<file path="config.mk">
export PLATFORM = sky130hd
export DESIGN_NAME = dcache_wb_buffer
export DESIGN_NICKNAME = d
export VERILOG_FILES = /design/src/rtl/dcache_wb_buffer.sv
export SDC_FILE = /design/constraint.sdc
export NUM_CORES = 1
export LEC_CHECK = 0
export CORE_UTILIZATION = 49
export CTS_CLUSTER_SIZE = 40
export DETAILED_ROUTE_END_ITERATION = 10
export PLACE_DENSITY_LB_ADDON = 0.15
export SLEW_MARGIN = 15
export SYNTH_ARGS = -nofsm -noshare
export SYNTH_HDL_FRONTEND = slang
export SYNTH_SLANG_ARGS = --single-unit
</file>
<file path="constraint.sdc">
create_clock -name clk -period 19.2 [get_ports clk]
set_input_delay 3.84 -clock clk [delete_from_list [all_inputs] [get_ports clk]]
set_output_delay 3.84 -clock clk [all_outputs]
set_load 0.05 [all_outputs]
</file>
<file path="src/rtl/dcache_wb_buffer.sv">
// Write-back buffer between the dcache memory port and mem_ctrl: a small FIFO of
// evicted blocks that coalesces rewrites, serves refill hits and drains when no read is pending.
module dcache_wb_buffer #(
  parameter int N_ENTRIES        = 4,
  parameter int BLOCK_ADDR_WIDTH = 26,
  parameter int BLOCK_DATA_WIDTH = 128
) (
  input  logic                          clk,
  input  logic                          rst,
  input  logic                          up_req_valid,
  input  logic                          up_req_type,
  input  logic [BLOCK_ADDR_WIDTH-1:0]   up_req_block_addr,
  input  logic [BLOCK_DATA_WIDTH-1:0]   up_req_block_data,
  output logic                          up_req_ready,
  output logic                          up_resp_valid,
  output logic [BLOCK_DATA_WIDTH-1:0]   up_resp_block_data,
  output logic                          mem_req_valid,
  output logic                          mem_req_type,
  output logic [BLOCK_ADDR_WIDTH-1:0]   mem_req_block_addr,
  output logic [BLOCK_DATA_WIDTH-1:0]   mem_req_block_data,
  input  logic                          mem_req_ready,
  input  logic                          mem_resp_valid,
  input  logic [BLOCK_DATA_WIDTH-1:0]   mem_resp_block_data,
  output logic [$clog2(N_ENTRIES):0]    count,
  output logic [1:0]                    o_dbg_state
);
  localparam int PW = $clog2(N_ENTRIES);
  localparam int CW = PW + 1;

  // Handshakes: a transfer happens on any cycle where valid and ready are both high;
  // valid never depends on ready, and a refused request may be withdrawn or changed.
  typedef enum logic [1:0] {S_IDLE, S_RD_REQ, S_RD_WAIT, S_HIT_RESP} state_t;

  state_t                       r_state, w_state_nxt;
  logic [BLOCK_ADDR_WIDTH-1:0]  r_addr [N_ENTRIES];
  logic [BLOCK_DATA_WIDTH-1:0]  r_data [N_ENTRIES];
  logic [PW-1:0]                r_head, r_tail;
  logic [CW-1:0]                r_count;
  logic [BLOCK_ADDR_WIDTH-1:0]  r_rd_addr;
  logic [BLOCK_DATA_WIDTH-1:0]  r_hit_data;

  logic [PW-1:0]        w_off [N_ENTRIES];
  logic [N_ENTRIES-1:0] w_rmatch, w_wmatch;
  logic [PW-1:0]        w_ridx, w_widx;
  logic                 w_rhit, w_whit, w_drain, w_pop;
  logic                 w_acc, w_wr_acc, w_enq, w_rd_acc;

  assign w_drain = (r_state == S_IDLE || r_state == S_HIT_RESP) && (r_count != '0);
  assign w_pop   = !rst && w_drain && mem_req_ready;

  // The head being popped this cycle no longer counts as a write match, so a write
  // to that address becomes a fresh entry behind it.
  always_comb begin
    w_rmatch = '0;
    w_wmatch = '0;
    w_ridx   = '0;
    w_widx   = '0;
    for (int i = 0; i < N_ENTRIES; i++) begin
      w_off[i]    = PW'(i) - r_head;
      w_rmatch[i] = ({1'b0, w_off[i]} < r_count) && (r_addr[i] == up_req_block_addr);
      w_wmatch[i] = w_rmatch[i] && !(w_pop && (PW'(i) == r_head));
      if (w_rmatch[i]) w_ridx = PW'(i);
      if (w_wmatch[i]) w_widx = PW'(i);
    end
  end

  assign w_rhit = |w_rmatch;
  assign w_whit = |w_wmatch;

  assign up_req_ready = !rst && (up_req_type ? ((r_count < CW'(N_ENTRIES)) || w_whit)
                                             : (r_state == S_IDLE));
  assign w_acc    = up_req_valid && up_req_ready;
  assign w_wr_acc = w_acc && up_req_type;
  assign w_enq    = w_wr_acc && !w_whit;
  assign w_rd_acc = w_acc && !up_req_type;

  always_comb begin
    w_state_nxt = r_state;
    case (r_state)
      S_IDLE:     if (w_rd_acc) w_state_nxt = w_rhit ? S_HIT_RESP : S_RD_REQ;
      S_RD_REQ:   if (mem_req_ready) w_state_nxt = S_RD_WAIT;
      S_RD_WAIT:  if (mem_resp_valid) w_state_nxt = S_IDLE;
      S_HIT_RESP: w_state_nxt = S_IDLE;
      default:    w_state_nxt = S_IDLE;
    endcase
  end

  always_ff @(posedge clk) begin
    if (rst) begin
      r_state <= S_IDLE;
      r_head  <= '0;
      r_tail  <= '0;
      r_count <= '0;
    end else begin
      r_state <= w_state_nxt;
      r_count <= r_count + CW'(w_enq) - CW'(w_pop);
      if (w_pop) r_head <= r_head + 1'b1;
      if (w_enq) begin
        r_addr[r_tail] <= up_req_block_addr;
        r_data[r_tail] <= up_req_block_data;
        r_tail         <= r_tail + 1'b1;
      end
      if (w_wr_acc && w_whit) r_data[w_widx] <= up_req_block_data;
      if (w_rd_acc) begin
        r_rd_addr  <= up_req_block_addr;
        r_hit_data <= r_data[w_ridx];
      end
    end
  end

  // A pending refill read owns the memory port; drains wait until it is issued and answered.
  assign mem_req_valid      = !rst && ((r_state == S_RD_REQ) || w_drain);
  assign mem_req_type       = (r_state != S_RD_REQ);
  assign mem_req_block_addr = (r_state == S_RD_REQ) ? r_rd_addr : r_addr[r_head];
  assign mem_req_block_data = r_data[r_head];

  assign up_resp_valid      = !rst && ((r_state == S_HIT_RESP) ||
                                       ((r_state == S_RD_WAIT) && mem_resp_valid));
  assign up_resp_block_data = (r_state == S_RD_WAIT) ? mem_resp_block_data : r_hit_data;

  assign count       = r_count;
  assign o_dbg_state = r_state;
endmodule

</file>
==> impl_results.html, run 1 <==
<table>
<tr><th>Metric</th><th>Value</th></tr>
<tr><th colspan="2">Job</th></tr>
<tr><td>Number of maximum-capacitance constraint violations</td><td>0</td></tr>
<tr><th colspan="2">Finish</th></tr>
<tr><td>Area delta synth-&gt;final</td><td>25.4%</td></tr>
<tr><td>Fill cell count</td><td>5152</td></tr>
<tr><td>Layout net count</td><td>2912</td></tr>
<tr><td>Combined area of the multi-input logic cells</td><td>11000 µm²</td></tr>
<tr><td>Highest-count cells in the layout ignoring fill and taps</td><td>sky130_fd_sc_hd__edfxtp_1 (770), sky130_fd_sc_hd__clkdlybuf4s50_1 (578), sky130_fd_sc_hd__mux4_2 (154)</td></tr>
<tr><td>Number of standard cells in the final layout excluding fillers</td><td>3613</td></tr>
<tr><td>Layout cell share with drive strength beyond 1</td><td>17.1%</td></tr>
<tr><td>Most common cell after layout, fill and taps aside</td><td>sky130_fd_sc_hd__edfxtp_1</td></tr>
<tr><td>Final core utilization</td><td>62.6%</td></tr>
<tr><td>Area used by sequential logic in the layout</td><td>23300 µm²</td></tr>
<tr><th colspan="2">Worst setup path</th></tr>
<tr><td>Worst path slowest cell</td><td>sky130_fd_sc_hd__clkdlybuf4s50_1</td></tr>
<tr><td>Critical path startpoint</td><td>up_req_block_addr[10]</td></tr>
<tr><td>Number of logic stages on the critical path including buffering</td><td>9</td></tr>
<tr><td>Setup crit end</td><td>up_req_ready</td></tr>
<tr><td>Worst Setup Start Kind</td><td>input port</td></tr>
<tr><td>Worst reg2reg path depth</td><td>12</td></tr>
<tr><td>Crit end category</td><td>output pin</td></tr>
<tr><td>Cell with the most instances on the worst path</td><td>sky130_fd_sc_hd__clkdlybuf4s50_1</td></tr>
<tr><td>Buffers and inverters on the worst path</td><td>2</td></tr>
<tr><td>CP max stage delay</td><td>910 ps</td></tr>
<tr><td>Worst reg2reg startpoint</td><td>r_head[0]$_SDFFE_PP0N_</td></tr>
<tr><td>Type of the worst setup path</td><td>in2out</td></tr>
<tr><td>Critical path, cell by cell</td><td>clkdlybuf4s50_1 &gt; xor2_1 &gt; nor4_1 &gt; o2111a_1 &gt; nand3_1 &gt; and4_4 &gt; and2_4 &gt; a211oi_1 &gt; clkdlybuf4s50_1</td></tr>
<tr><td>Cell family contributing the most delay on the critical path</td><td>buffers and inverters</td></tr>
<tr><td>Worst endpoint required time</td><td>15360 ps</td></tr>
<tr><td>Reg2reg setup slack</td><td>14150 ps</td></tr>
<tr><td>Reg2reg end</td><td>r_data[1][56]$_DFFE_PP_</td></tr>
<tr><td>Highest fanout seen on the critical path</td><td>10</td></tr>
<tr><td>Endpoint arrival time on the critical path</td><td>7520 ps</td></tr>
<tr><th colspan="2">Clock tree</th></tr>
<tr><td>TritonCTS sink count</td><td>781</td></tr>
<tr><td>Post-cts resize count</td><td>0</td></tr>
<tr><td>Post-CTS setup buffer count</td><td>0</td></tr>
<tr><td>Clk pin slew, worst setup/hold paths</td><td>60 ps</td></tr>
<tr><td>Number of buffers added by the clock tree synthesis step</td><td>80</td></tr>
<tr><td>Clock tree root buffer cell</td><td>sky130_fd_sc_hd__clkbuf_16</td></tr>
<tr><td>Number of levels in the clock H-tree</td><td>3</td></tr>
<tr><td>Number of hold buffers added after CTS</td><td>0</td></tr>
<tr><td>TritonCTS clock tree</td><td>done</td></tr>
<tr><td>Clock Tree Buf Depth</td><td>3</td></tr>
<tr><td>Insertion delay to the later sink of the worst-skew pair</td><td>610 ps</td></tr>
<tr><th colspan="2">Power and ir drop</th></tr>
<tr><td>Static leakage</td><td>14.5 nW</td></tr>
<tr><td>Largest voltage drop on the vdd net</td><td>0.0869 mV</td></tr>
<tr><td>PD cells</td><td>112 nW/µm²</td></tr>
<tr><td>Total power</td><td>4.96 mW</td></tr>
<tr><th colspan="2">GRT</th></tr>
<tr><td>First-pass GRT wire length</td><td>140 mm</td></tr>
<tr><td>Vias in the first global route</td><td>21700</td></tr>
<tr><td>Global-route usage over all layers</td><td>25.6%</td></tr>
<tr><td>GRT Residual Overflow</td><td>0</td></tr>
<tr><td>Number of antenna violations at the first check in global routing</td><td>14</td></tr>
<tr><td>Largest net degree at the start of global routing</td><td>103</td></tr>
<tr><th colspan="2">Detailed routing</th></tr>
<tr><td>Routed length on met1</td><td>37.0 mm</td></tr>
<tr><td>DRC viols</td><td>0</td></tr>
<tr><td>Highest routing layer actually used</td><td>met5</td></tr>
<tr><td>Via count of the routed design</td><td>21000</td></tr>
<tr><td>Routed WL</td><td>93.8 mm</td></tr>
<tr><td>Average wire length per cell after detail routing</td><td>26.0 µm</td></tr>
<tr><td>DRT Pass-1 Iters</td><td>5</td></tr>
<tr><td>Amount of wire on met3 after detailed routing</td><td>6.57 mm</td></tr>
<tr><td>Drt via density</td><td>5.81</td></tr>
<tr><td>First DRT Iteration DRCs</td><td>1757</td></tr>
<tr><td>Met2 wire length</td><td>48.1 mm</td></tr>
<tr><td>Count of nets left with antenna violations after detail routing</td><td>0</td></tr>
<tr><th colspan="2">Die</th></tr>
<tr><td>Total Die Area</td><td>72900 µm²</td></tr>
<tr><td>Horizontal die dimension</td><td>270 µm</td></tr>
<tr><td>Area of the core</td><td>70500 µm²</td></tr>
<tr><td>Effective utilization at floorplan</td><td>49.9%</td></tr>
<tr><td>Total I/O pin count</td><td>579</td></tr>
<tr><td>Floorplan row count</td><td>97</td></tr>
<tr><td>DIE HEIGHT</td><td>270 µm</td></tr>
<tr><th colspan="2">Synth</th></tr>
<tr><td>Share of synthesized area occupied by flip-flops and latches</td><td>66.3%</td></tr>
<tr><td>YS warnings</td><td>0</td></tr>
<tr><td>Fraction of registers with async set/reset</td><td>0%</td></tr>
<tr><td>Count of flip-flops with a built-in enable after synthesis</td><td>770</td></tr>
<tr><td>Syn avg cell area</td><td>17.1 µm²</td></tr>
<tr><td>Cell count after synthesis</td><td>2057</td></tr>
<tr><td>Dominant register cell in the synthesized netlist</td><td>sky130_fd_sc_hd__edfxtp_1</td></tr>
<tr><td>Number of synthesized register bits</td><td>781</td></tr>
<tr><td>Synthesized net count</td><td>2365</td></tr>
<tr><td>Yosys cell types</td><td>54</td></tr>
<tr><td>Mapped Area</td><td>35200 µm²</td></tr>
<tr><th colspan="2">Placed design</th></tr>
<tr><td>Count of input and output buffers</td><td>578</td></tr>
<tr><td>Setup WS pre-CTS</td><td>7880 ps</td></tr>
<tr><td>Number of placed instances, taps included</td><td>3462</td></tr>
<tr><td>Final Wtd Congestion</td><td>0.868</td></tr>
<tr><td>Hpwl dp</td><td>60.2 mm</td></tr>
<tr><th colspan="2">Min path</th></tr>
<tr><td>Hold Startpoint</td><td>r_data[3][95]$_DFFE_PP_</td></tr>
<tr><td>Tightest Hold Check Type</td><td>reg2reg</td></tr>
<tr><th colspan="2">STA</th></tr>
<tr><td>Clk_skew</td><td>23.7 ps</td></tr>
<tr><td>Sum Neg Setup Slack</td><td>0 ps</td></tr>
<tr><td>Least-Margin Pin Slew</td><td>1270 ps</td></tr>
<tr><td>Fin crit period</td><td>11360 ps</td></tr>
<tr><td>Unrepaired setup endpoints after global routing</td><td>no</td></tr>
<tr><td>Worst setup margin</td><td>7840 ps</td></tr>
<tr><td>Number of max-slew violations in the final report</td><td>0</td></tr>
<tr><td># setup viols final</td><td>0</td></tr>
<tr><td>Max-slew headroom</td><td>15.3%</td></tr>
<tr><td>Final hold viol count</td><td>0</td></tr>
<tr><td>Max Fclk</td><td>88.1 MHz</td></tr>
<tr><td>Share of the clock period used by the worst path after layout</td><td>59.1%</td></tr>
<tr><th colspan="2">Outcome</th></tr>
<tr><td>Outcome</td><td>finished, final reports clean</td></tr>
</table>
==> sequential cells by signal, summed over array words and instances, names as in the netlist, named ones only <==
register     flops
r_data         512
r_rd_addr       26
r_head           2
o_dbg_state      2
r_tail           2
r_hit_data     128
r_addr         104
count            3
==> cells by family after synthesis <==
kind of cell	synth area share [%]
DFF	66.3
xor gates and xnor gates	2.77
and+or+nand+nor	3.82
muxes	17.7
adders and majority gates	0.733
buffers and inverters	2.52
AOI/OAI and AO/OA	6.10
==> through the flow <==
stage | hold slack, ps | instance area [µm²]
3_5_place_dp | 531 | 41600
3_3_place_gp | 521 | 41600
5_1_grt | 559 | 44100
2_1_floorplan | 515 | 35200
6_report | 534 | 44100
4_1_cts | 538 | 44100
==> area by class of cell <==
cell class,instances,area share (%)
repair buffers,607,13.6
multi-input cells,1118,25.0
clock buffers,94,4.75
inverters,16,0.136
flip-flops and latches,781,52.9
diodes,8,0.0454
well taps,940,2.67
clock inverters,49,0.848
==> layer usage <==
metal  track usage [%]  vias up
li1                  -     9289
met1              32.9    10800
met2              43.7      762
met3              5.43      121
met4              7.24       12
met5                 0        -
==> worst min path at each step <==
stage / end / slack (ps) / cells after the start
after floorplan: r_hit_data[0]$_DFFE_PP_ / 520 / 1
after global placement: r_hit_data[87]$_DFFE_PP_ / 520 / 1
after detailed placement: r_hit_data[78]$_DFFE_PP_ / 530 / 1
after CTS: r_hit_data[95]$_DFFE_PP_ / 540 / 1
after global routing: r_hit_data[50]$_DFFE_PP_ / 560 / 1
final: r_hit_data[95]$_DFFE_PP_ / 530 / 1
==> synth_stat cells (2+ instances only) <==
cell type / n / share of area, %
sky130_fd_sc_hd__edfxtp_1: 770 / 66
sky130_fd_sc_hd__a211oi_1: 130 / 2.8
sky130_fd_sc_hd__buf_2: 15 / 0.21
sky130_fd_sc_hd__buf_1: 20 / 0.21
sky130_fd_sc_hd__a2111oi_4: 2 / 0.16
sky130_fd_sc_hd__inv_1: 15 / 0.16
sky130_fd_sc_hd__buf_6: 9 / 0.29
sky130_fd_sc_hd__nand3_1: 9 / 0.13
sky130_fd_sc_hd__mux2i_1: 131 / 3.7
sky130_fd_sc_hd__nor4_1: 5 / 0.089
sky130_fd_sc_hd__and2_1: 2 / 0.036
sky130_fd_sc_hd__nand2b_1: 3 / 0.053
sky130_fd_sc_hd__mux4_2: 154 / 9.9
sky130_fd_sc_hd__ha_1: 19 / 0.68
sky130_fd_sc_hd__nor4_2: 2 / 0.071
sky130_fd_sc_hd__nor4_4: 2 / 0.12
sky130_fd_sc_hd__and3_2: 4 / 0.085
sky130_fd_sc_hd__buf_8: 2 / 0.085
sky130_fd_sc_hd__a21oi_1: 7 / 0.10
sky130_fd_sc_hd__o2111ai_1: 3 / 0.075
sky130_fd_sc_hd__a2111oi_1: 2 / 0.057
sky130_fd_sc_hd__clkbuf_1: 83 / 0.89
sky130_fd_sc_hd__a21o_2: 2 / 0.050
sky130_fd_sc_hd__a21o_1: 128 / 2.7
sky130_fd_sc_hd__nand2_1: 90 / 0.96
sky130_fd_sc_hd__nor2b_1: 4 / 0.071
sky130_fd_sc_hd__xnor2_2: 6 / 0.28
sky130_fd_sc_hd__nor3_1: 2 / 0.028
sky130_fd_sc_hd__nand4_1: 22 / 0.39
sky130_fd_sc_hd__dfxtp_1: 11 / 0.63
sky130_fd_sc_hd__xor2_1: 12 / 0.30
sky130_fd_sc_hd__buf_4: 2 / 0.043
sky130_fd_sc_hd__mux2_2: 128 / 4.1
sky130_fd_sc_hd__buf_12: 11 / 0.63
sky130_fd_sc_hd__nor2_1: 144 / 1.5
sky130_fd_sc_hd__xnor2_1: 88 / 2.2
==> worst register-to-register path, delay by kind of cell, from the launching register on <==
kind,cells,cell delay [ps]
AOI/OAI and AO/OA,4,1330
DFF,1,410
adders and majority gates,2,610
buffers and inverters,4,1090
and+or+nand+nor,2,1150
==> where the power goes <==
group          switching [mW]  internal, mW
registers              0.0566          1.93
logic                   0.944         0.549
clock network           0.631         0.847
Note: power is estimated with default switching activity, not from simulation.
==> run 2, diff against run 1 <==
--- a/config.mk
+++ b/config.mk
@@ -5,7 +5,7 @@
 export SDC_FILE = /design/constraint.sdc
 export NUM_CORES = 1
 export LEC_CHECK = 0
-export CORE_UTILIZATION = 49
+export CORE_UTILIZATION = 51
 export CTS_CLUSTER_SIZE = 40
 export DETAILED_ROUTE_END_ITERATION = 10
 export PLACE_DENSITY_LB_ADDON = 0.15
==> constraint.sdc (replaced) <==
create_clock -name clk -period 11.9 [get_ports clk]
set_input_delay 2.38 -clock clk [delete_from_list [all_inputs] [get_ports clk]]
set_output_delay 2.38 -clock clk [all_outputs]
set_load 0.05 [all_outputs]
==> impl_results.html, run 2 (same netlist as run 1, synthesis figures left out) <==
<table>
<tr><th>Metric</th><th>Value</th></tr>
<tr><th colspan="2">Outcome</th></tr>
<tr><td>Outcome</td><td>finished, final reports clean</td></tr>
<tr><th colspan="2">Clock tree</th></tr>
<tr><td>Clk pin slew, worst setup/hold paths</td><td>60 ps (about the same)</td></tr>
<tr><td>Number of levels in the clock H-tree</td><td>3 (unchanged)</td></tr>
<tr><td>Post-cts resize count</td><td>0 (unchanged)</td></tr>
<tr><td>TritonCTS clock tree</td><td>done</td></tr>
<tr><td>Post-CTS setup buffer count</td><td>0 (unchanged)</td></tr>
<tr><td>Number of buffers added by the clock tree synthesis step</td><td>80 (unchanged)</td></tr>
<tr><td>Clock tree root buffer cell</td><td>sky130_fd_sc_hd__clkbuf_16</td></tr>
<tr><td>TritonCTS sink count</td><td>781 (unchanged)</td></tr>
<tr><td>Clock Tree Buf Depth</td><td>3 (unchanged)</td></tr>
<tr><td>Number of hold buffers added after CTS</td><td>0 (unchanged)</td></tr>
<tr><td>Insertion delay to the later sink of the worst-skew pair</td><td>630 ps (+20 ps)</td></tr>
<tr><th colspan="2">Detailed routing</th></tr>
<tr><td>Amount of wire on met3 after detailed routing</td><td>6.42 mm (-2.3%)</td></tr>
<tr><td>DRT Pass-1 Iters</td><td>5 (unchanged)</td></tr>
<tr><td>Drt via density</td><td>5.91 (+1.9%)</td></tr>
<tr><td>Count of nets left with antenna violations after detail routing</td><td>0 (unchanged)</td></tr>
<tr><td>DRC viols</td><td>0 (unchanged)</td></tr>
<tr><td>Highest routing layer actually used</td><td>met5</td></tr>
<tr><td>Met2 wire length</td><td>46.1 mm (-4.3%)</td></tr>
<tr><td>Routed length on met1</td><td>35.5 mm (-4.1%)</td></tr>
<tr><td>Via count of the routed design</td><td>21000 (+0.033%)</td></tr>
<tr><td>First DRT Iteration DRCs</td><td>1642 (-6.5%)</td></tr>
<tr><td>Routed WL</td><td>91.5 mm (-2.5%)</td></tr>
<tr><td>Average wire length per cell after detail routing</td><td>25.8 µm (-0.71%)</td></tr>
<tr><th colspan="2">Finish</th></tr>
<tr><td>Layout net count</td><td>2905 (-0.24%)</td></tr>
<tr><td>Highest-count cells in the layout ignoring fill and taps</td><td>sky130_fd_sc_hd__edfxtp_1 (770), sky130_fd_sc_hd__clkdlybuf4s50_1 (578), sky130_fd_sc_hd__mux4_2 (154)</td></tr>
<tr><td>Combined area of the multi-input logic cells</td><td>11000 µm² (unchanged)</td></tr>
<tr><td>Layout cell share with drive strength beyond 1</td><td>16.9% (-0.21 points)</td></tr>
<tr><td>Register with the highest flop count</td><td>r_data</td></tr>
<tr><td>Most common cell after layout, fill and taps aside</td><td>sky130_fd_sc_hd__edfxtp_1</td></tr>
<tr><td>Number of flip-flops under the largest register name</td><td>512 (unchanged)</td></tr>
<tr><td>Fill cell count</td><td>4770 (-7.4%)</td></tr>
<tr><td>Area used by sequential logic in the layout</td><td>23300 µm² (unchanged)</td></tr>
<tr><td>Largest regs</td><td>r_data: 512 flops, r_hit_data: 128 flops, r_addr: 104 flops</td></tr>
<tr><td>Area delta synth-&gt;final</td><td>25.5% (about the same)</td></tr>
<tr><th colspan="2">Worst setup path</th></tr>
<tr><td>Crit end category</td><td>output pin</td></tr>
<tr><td>Endpoint arrival time on the critical path</td><td>6190 ps (-1330 ps)</td></tr>
<tr><td>Worst Setup Start Kind</td><td>input port</td></tr>
<tr><td>Reg2reg end</td><td>r_hit_data[2]$_DFFE_PP_</td></tr>
<tr><td>Worst reg2reg startpoint</td><td>r_head[0]$_SDFFE_PP0N_</td></tr>
<tr><td>Critical path, cell by cell</td><td>clkdlybuf4s50_1 &gt; xnor2_1 &gt; nand4_1 &gt; nor4_1 &gt; nand3_1 &gt; and4_4 &gt; and2_4 &gt; a211oi_1 &gt; clkdlybuf4s50_1</td></tr>
<tr><td>Cell with the most instances on the worst path</td><td>sky130_fd_sc_hd__clkdlybuf4s50_1</td></tr>
<tr><td>Worst reg2reg path depth</td><td>12 (unchanged)</td></tr>
<tr><td>Reg2reg setup slack</td><td>7260 ps (-6890 ps)</td></tr>
<tr><td>Setup crit end</td><td>up_req_ready</td></tr>
<tr><td>Number of logic stages on the critical path including buffering</td><td>9 (unchanged)</td></tr>
<tr><td>Buffers and inverters on the worst path</td><td>2 (unchanged)</td></tr>
<tr><td>Highest fanout seen on the critical path</td><td>10 (unchanged)</td></tr>
<tr><td>CP max stage delay</td><td>920 ps (about the same)</td></tr>
<tr><td>Worst path slowest cell</td><td>sky130_fd_sc_hd__clkdlybuf4s50_1</td></tr>
<tr><td>Type of the worst setup path</td><td>in2out</td></tr>
<tr><td>Cell family contributing the most delay on the critical path</td><td>buffers and inverters</td></tr>
<tr><td>Critical path startpoint</td><td>up_req_block_addr[24]</td></tr>
<tr><td>Worst endpoint required time</td><td>9520 ps (-5840 ps)</td></tr>
<tr><th colspan="2">STA</th></tr>
<tr><td>Clk_skew</td><td>30.2 ps (+6.49 ps)</td></tr>
<tr><td>Unrepaired setup endpoints after global routing</td><td>no</td></tr>
<tr><td>Sum Neg Setup Slack</td><td>0 ps (unchanged)</td></tr>
<tr><td>Fin crit period</td><td>8570 ps</td></tr>
<tr><td>Minimum hold slack</td><td>538 ps (+3.36 ps)</td></tr>
<tr><td># setup viols final</td><td>0 (unchanged)</td></tr>
<tr><td>Max Fclk</td><td>117 MHz</td></tr>
<tr><td>Worst setup margin</td><td>3330 ps (-4510 ps)</td></tr>
<tr><td>Max-slew headroom</td><td>25.9% (+11 points)</td></tr>
<tr><td>Least-Margin Pin Slew</td><td>1110 ps (-160 ps)</td></tr>
<tr><td>Share of the clock period used by the worst path after layout</td><td>72.0%</td></tr>
<tr><td>Final hold viol count</td><td>0 (unchanged)</td></tr>
<tr><td>Number of max-slew violations in the final report</td><td>0 (unchanged)</td></tr>
<tr><th colspan="2">Power and ir drop</th></tr>
<tr><td>Largest voltage drop on the vdd net</td><td>0.154 mV (+77%)</td></tr>
<tr><td>Static leakage</td><td>14.5 nW (+0.13%)</td></tr>
<tr><td>PD cells</td><td>183 nW/µm² (+63%)</td></tr>
<tr><th colspan="2">Die</th></tr>
<tr><td>Total Die Area</td><td>70000 µm² (-3.9%)</td></tr>
<tr><td>Area of the core</td><td>67800 µm² (-3.9%)</td></tr>
<tr><td>Floorplan row count</td><td>95 (-2.1%)</td></tr>
<tr><td>Horizontal die dimension</td><td>265 µm (-2.0%)</td></tr>
<tr><td>Effective utilization at floorplan</td><td>51.9% (+2.0 points)</td></tr>
<tr><td>DIE HEIGHT</td><td>265 µm (-2.0%)</td></tr>
<tr><td>Total I/O pin count</td><td>579 (unchanged)</td></tr>
<tr><th colspan="2">Placed design</th></tr>
<tr><td>Setup WS pre-CTS</td><td>3430 ps (-4450 ps)</td></tr>
<tr><td>Count of input and output buffers</td><td>578 (unchanged)</td></tr>
<tr><td>Final Wtd Congestion</td><td>0.901 (+3.8%)</td></tr>
<tr><td>Hpwl dp</td><td>57.1 mm (-5.1%)</td></tr>
<tr><th colspan="2">GRT</th></tr>
<tr><td>First-pass GRT wire length</td><td>135 mm (-3.2%)</td></tr>
<tr><td>Number of antenna violations at the first check in global routing</td><td>20 (+6)</td></tr>
<tr><td>GRT Residual Overflow</td><td>0 (unchanged)</td></tr>
<tr><td>Global-route usage over all layers</td><td>25.9% (+0.34 points)</td></tr>
<tr><td>Largest net degree at the start of global routing</td><td>129 (+25%)</td></tr>
<tr><td>Vias in the first global route</td><td>21700 (+0.065%)</td></tr>
<tr><th colspan="2">Min path</th></tr>
<tr><td>Tightest Hold Check Type</td><td>reg2reg</td></tr>
<tr><th colspan="2">Job</th></tr>
<tr><td>Number of maximum-capacitance constraint violations</td><td>0 (unchanged)</td></tr>
</table>
## run 2: cell types whose count changed in the layout (fill, tap and decap cells not counted)
cell | previous run | this run
sky130_fd_sc_hd__diode_2 | 8 | 13
sky130_fd_sc_hd__clkinv_2 | 14 | 13
sky130_fd_sc_hd__inv_6 | 2 | 1
sky130_fd_sc_hd__bufinv_16 | 5 | 7
sky130_fd_sc_hd__buf_4 | 28 | 18
sky130_fd_sc_hd__clkbuf_1 | 12 | 15
sky130_fd_sc_hd__clkinvlp_4 | 5 | 4
sky130_fd_sc_hd__buf_12 | 1 | 4
sky130_fd_sc_hd__clkbuf_16 | 82 | 84
## run 2: power by group
part           internal (mW)  switching (mW)  leakage, nW
sequential              3.12          0.0900         7.06
clock                   1.44            1.02         1.25
combinational          0.884            1.51         6.17
## run 2: area by class of cell
class                           instances  area share [%]
Tap cell                              873            2.47
Timing Repair Buffer                  600            13.6
Clock buffer                           99            4.89
Inverter                               16           0.136
Multi-Input combinational cell       1118            25.0
Antenna cell                           13          0.0737
Clock inverter                         48           0.935
Sequential cell                       781            52.9
## run 2: worst min-delay path by stage
stage          depth (start not counted)                   endpoint                      from
2_1_floorplan                          1    r_hit_data[0]$_DFFE_PP_    r_data[3][0]$_DFFE_PP_
3_3_place_gp                           1  r_hit_data[102]$_DFFE_PP_  r_data[3][102]$_DFFE_PP_
3_5_place_dp                           1   r_hit_data[73]$_DFFE_PP_   r_data[3][73]$_DFFE_PP_
4_1_cts                                1    r_hit_data[9]$_DFFE_PP_    r_data[3][9]$_DFFE_PP_
5_1_grt                                1  r_hit_data[101]$_DFFE_PP_  r_data[3][101]$_DFFE_PP_
6_report                               1    r_hit_data[9]$_DFFE_PP_    r_data[3][9]$_DFFE_PP_
## run 2: metrics by stage
stage	area, µm²	util (%)	total power, mW	cells
finish	44100	65.2	8.06	3548
global placement	41500	61.3	5.66	3388
CTS	44100	65.1	8.12	3535
floorplan	35200	-	4.83	2057
global route	44100	65.1	8.32	3546
detailed placement	41500	61.3	5.67	3388
## run 2: layer usage
metal	vias up	global-route usage (%)
li1	9272	-
met1	10800	32.6
met2	747	43.1
met3	185	6.46
met4	16	10.5
met5	-	0
